**src/rtl/at24c02_model_i2c_bus_sync.sv**
```systemverilog
// i2c_bus_sync
// Brings the asynchronous I2C lines into the clk domain and decodes
// bus events from the synchronized values.
// Ports:
//   clk, rst            system clock, async active-low reset
//   scl_i, sda_i        raw bus lines
//   sda                 synchronized SDA level
//   scl_rise, scl_fall  one-cycle pulses on synchronized SCL edges
//   start_det, stop_det one-cycle pulses on START / STOP conditions
module i2c_bus_sync (
  input  logic clk,
  input  logic rst,
  input  logic scl_i,
  input  logic sda_i,
  output logic sda,
  output logic scl_rise,
  output logic scl_fall,
  output logic start_det,
  output logic stop_det
);

  logic [1:0] scl_ff;
  logic [1:0] sda_ff;
  logic       scl_d;
  logic       sda_d;
  logic       scl_s;

  // Idle bus level is high, so every flop resets to 1 and no edge or
  // condition is seen when reset releases on a quiet bus.
  always_ff @(posedge clk or negedge rst) begin
    if (!rst) begin
      scl_ff <= 2'b11;
      sda_ff <= 2'b11;
      scl_d  <= 1'b1;
      sda_d  <= 1'b1;
    end else begin
      scl_ff <= {scl_ff[0], scl_i};
      sda_ff <= {sda_ff[0], sda_i};
      scl_d  <= scl_ff[1];
      sda_d  <= sda_ff[1];
    end
  end

  assign scl_s     = scl_ff[1];
  assign sda       = sda_ff[1];
  assign scl_rise  =  scl_s & ~scl_d;
  assign scl_fall  = ~scl_s &  scl_d;
  // SCL must be high on both samples so an SDA change racing an SCL edge
  // is not mistaken for a bus condition.
  assign start_det = scl_s & scl_d &  sda_d & ~sda;
  assign stop_det  = scl_s & scl_d & ~sda_d &  sda;

endmodule

```
**config.mk**
```make
export PLATFORM = sky130hd
export DESIGN_NAME = i2c_bus_sync
export DESIGN_NICKNAME = d
export VERILOG_FILES = /design/src/rtl/at24c02_model_i2c_bus_sync.sv
export SDC_FILE = /design/constraint.sdc
export NUM_CORES = 1
export LEC_CHECK = 0
export ABC_AREA = 1
export BUFFER_PORTS_ARGS = -buffer_cell sky130_fd_sc_hd__clkbuf_2
export CELL_PAD_IN_SITES_DETAIL_PLACEMENT = 0
export CELL_PAD_IN_SITES_GLOBAL_PLACEMENT = 1
export CORE_AREA = 4 4 41 43
export CTS_CLUSTER_DIAMETER = 120
export CTS_CLUSTER_SIZE = 14
export DETAILED_ROUTE_END_ITERATION = 6
export DIE_AREA = 0 0 45 47
export HOLD_SLACK_MARGIN = 0.03
export MAX_ROUTING_LAYER = met4
export PLACE_DENSITY_LB_ADDON = 0.1
export SYNTH_ARGS = -nofsm -noshare
export SYNTH_HDL_FRONTEND = slang
export SYNTH_SLANG_ARGS = --single-unit
```
**constraint.sdc**
```tcl
create_clock -name clk -period 0.83 [get_ports clk]
set_input_delay 0.166 -clock clk [delete_from_list [all_inputs] [get_ports clk]]
set_output_delay 0.166 -clock clk [all_outputs]
set_load 0.1 [all_outputs]
```
# Yosys cells after proc, flatten, opt, wreduce, memory -nomap -nowiden
# Cells that the tools add are included.
# totals
regBits,6
latchBits,0
ram_bits,0
rom_bits,0
in_bits,4
output_inout_bits,5
mem_count,0
# op_classes
add_sub_neg,0
multipliers,0
n_div,0
n_lt_le_gt_ge,0
eq_ne,0
shift,0
n_mux,0
bitwise_logic,11
n_reduce_logical,0
# op_table
operator,n
bitwise AND 1 bit,7
inverter 1 bit,4

# Logic depth before layout (Yosys ltp)
# logic_depth
ltp_word,3
depth_mapped,3
depth_no_buf,3

# Least setup slack after synthesis
# OpenSTA, ideal clock, no wires.
# synth_path
path_type,register to output
startpoint,register sda_ff[1]
endpoint,output port stop_det
arrival_time_ns,2.221
path_slack_ns,-1.557
path_stages_with_launch,3
path_buffers,0
cell_sequence,dfstp_2 > nand2_1 > nor2_1
# synth_between
elab_chain_cells,1
# synth_lines
element,line_no,rtl
from (decl),23,logic [1:0] sda_ff;
from (signal assigned),38,"sda_ff <= {sda_ff[0], sda_i};"
bitwise AND 1 bit,51,assign stop_det = scl_s & scl_d & ~sda_d & sda;
to (decl),19,output logic stop_det
# No other way between the ends.

# Final worst setup path
# layout_path
startpoint,register scl_d
endpoint,output port stop_det
# layout_between
elab_chain_cells,3
# layout_lines
element,line_no,rtl
from (decl),24,logic scl_d;
from (signal assigned),39,scl_d <= scl_ff[1];
bitwise AND 1 bit (3 in series),51,
# No other way between the ends.

==> flow_summary.ini <==
[timing]
fmax_mhz = 737
fin_crit_ps = 1360
relSlewSlack_pct = 90.8
rsz0062_at_grt = yes
period_share_pct = 164
hold_viol_final = 0
setup_slack_ps = -527
holdWs_ps = 355
worstMarginPinSlew_ps = 137
drv_slew = 0
fin_skew_ps = 0.0558
finalSetupViolations = 5

[setup_path]
cp_top_family = flip-flops
worstPathMaxFanout = 3
r2r_slack_ps = 20
timing.rr.end = sda_d
critical-path-slowest-cell = dfstp_2
path_buf_inv = 1
crit_end = stop_det
cp-start-kind = register
path_class = register to output port
reg2regPathDepth = 1
worst_ep_required_time_ps = 660
path_depth = 3
cp-end-kind = output port
crit_path_start = scl_d
cpPeakStageDelay_ps = 550
worstReg2RegStart = sda_ff[1]
critPathArrivalTime_ps = 1190
crit_chain = nand2_2, nor2_4, buf_12

[layout]
final_nets = 40
drive_gt1_share_pct = 80.0
final_util_pct = 34.8
fin_area_um2 = 453
syn_to_final_growth_pct = 128
antennaDiodeCount = 0

[drt]
routedWlPerCell_um = 6.86
drc = 0
dr_total_vias = 162
wl_met1_um = 124
drtIter0Drc = 0
drt_first_pass_iters = 1
via_per_inst = 3.24
dr_wl_met2_um = 178
ant_nets = 0
wl_met3_um = 41
wirelength_um = 343
highest_layer = met3

[global_routing]
grt_max_degree = 7
antenna_found_initial = 0
grt-ovfl-total = 0
grt_pass1_vias = 155
grtUsageTotal_pct = 4.28
grt_pass1_wl_um = 586

[floorplan]
die_w_um = 45
fp.dieH_um = 47
pin_count = 9
num_rows = 13
coreArea_um2 = 1300
initial_core_util_pct = 15.3
die_area_um2 = 2120

[place]
placed_cell_area_um2 = 387
place.port_buffers = 8
gp_congestion = 0.585
pre_cts_ws_ps = -316
place_hpwl_um = 275

[yosys]
ys_ff_latch = 6
synthFlopType = dfstp_2
yosysTopAreaCell = dfstp_2
syn_avg_cell_area_um2 = 11.7
yosysMostFrequentCell = dfstp_2
synth_cells = 17
yosysSeqAreaShare_pct = 79.2
synth_nets = 21
yosys_warnings = 0
synth-async-reset-ratio_pct = 100
synth.area.top_cells = dfstp_2 (79%), inv_1 (7.5%), nor2_1 (7.5%), nand2_1 (5.7%)
netlist_top_cells_count = dfstp_2 (6), inv_1 (4), nor2_1 (4)
syn-cell-area_um2 = 199
yosysTopAreaCellShare_pct = 79.2
synth_cell_type_count = 4
synth_edf_count = 0

[power]
total_power_w = 0.000804
peakVddDrop_v = 0.000785
leakage_nw = 0.202
powerDensity_nw_per_um2 = 1780

[outcome]
outcome = finished, violations left
violations = negative setup slack

[clock_tree]
post-cts-setup-buffer-count = 0
h-tree-depth = 1
cts_num_sinks = 6
cts_buffers = 3
cts_tree = yes
cts-root-buf = clkbuf_4
clock_path_buffers = 2
clk_latency_ps = 240
path_clk_slew_ps = 50

[flow_run]
maxCapViolCount = 0

[hold_path]
hp-class = register to register
[flip-flops by register name, indices dropped and copies added (netlist names)]
| signal | count |
|---|---|
| scl_d | 1 |
| sda_d | 1 |
| sda_ff | 2 |
| scl_ff | 2 |
[layer usage]
layer,vias up,global-route usage [%]
met2,7,5.08
met4,0,5.26
li1,83,-
met5,-,-
met3,0,1.15
met1,72,5.13
[stage by stage]
stage	instances	TNS (ps)
after floorplan	17	-2790
after global placement	43	-1270
after detailed placement	43	-1290
after CTS	50	-2560
after global routing	50	-2700
final	50	-2460
[worst min-delay path by stage]
stage                      endpoint  slack [ps]  startpoint  cells past startpoint
after floorplan               scl_d          20         rst                      0
after global placement    scl_ff[0]         190         rst                      1
after detailed placement  scl_ff[1]         200         rst                      1
after CTS                 sda_ff[1]         360   sda_ff[0]                      0
after global routing      scl_ff[1]         360   scl_ff[0]                      0
final                     sda_ff[1]         360   sda_ff[0]                      0
[power breakdown]
part	leakage, nW	switching (W)	internal [W]	total, W
clock	0.0150	0.000105	0.000182	0.000287
combinational	0.123	0.000112	0.0000722	0.000184
sequential	0.0635	0.0000109	0.000322	0.000333
total	0.202	0.000228	0.000576	0.000804
[cell type report]
type                            instances  area, µm²
Clock buffer                            4       26.3
Fill cell                             145        848
Inverter                                4       15.0
Multi-Input combinational cell          7       63.8
Sequential cell                         6        161
Tap cell                               15       18.8
Timing Repair Buffer                   14        168
[cell families (layout without fill, tap and decap cells)]
kind of cell / count (synthesis) / in the layout / synth area share [%]
flip-flops: 6 / 6 / 79.2
AND/OR/NAND/NOR: 7 / 7 / 13.2
buffers and inverters: 4 / 22 / 7.54
[layout by cell type, fill, tap and decap left out]
| cell | instances |
|---|---|
| inv_2 | 1 |
| buf_4 | 3 |
| clkbuf_4 | 3 |
| nand2_4 | 1 |
| clkbuf_2 | 3 |
| nor2_2 | 1 |
| nand2_2 | 2 |
| buf_12 | 5 |
| nor2_4 | 3 |
| inv_1 | 3 |
| clkbuf_1 | 1 |
| dfstp_2 | 5 |
| dfstp_4 | 1 |
| dlygate4sd3_1 | 3 |
[repair_timing]
item,4_1_cts,5_1_grt
hold endpoints to repair,8,0
resized for setup,4,0
setup endpoints to repair,5,6
hold buffers,3,0
pin swaps,2,1
(Power assumes the default switching activity.)
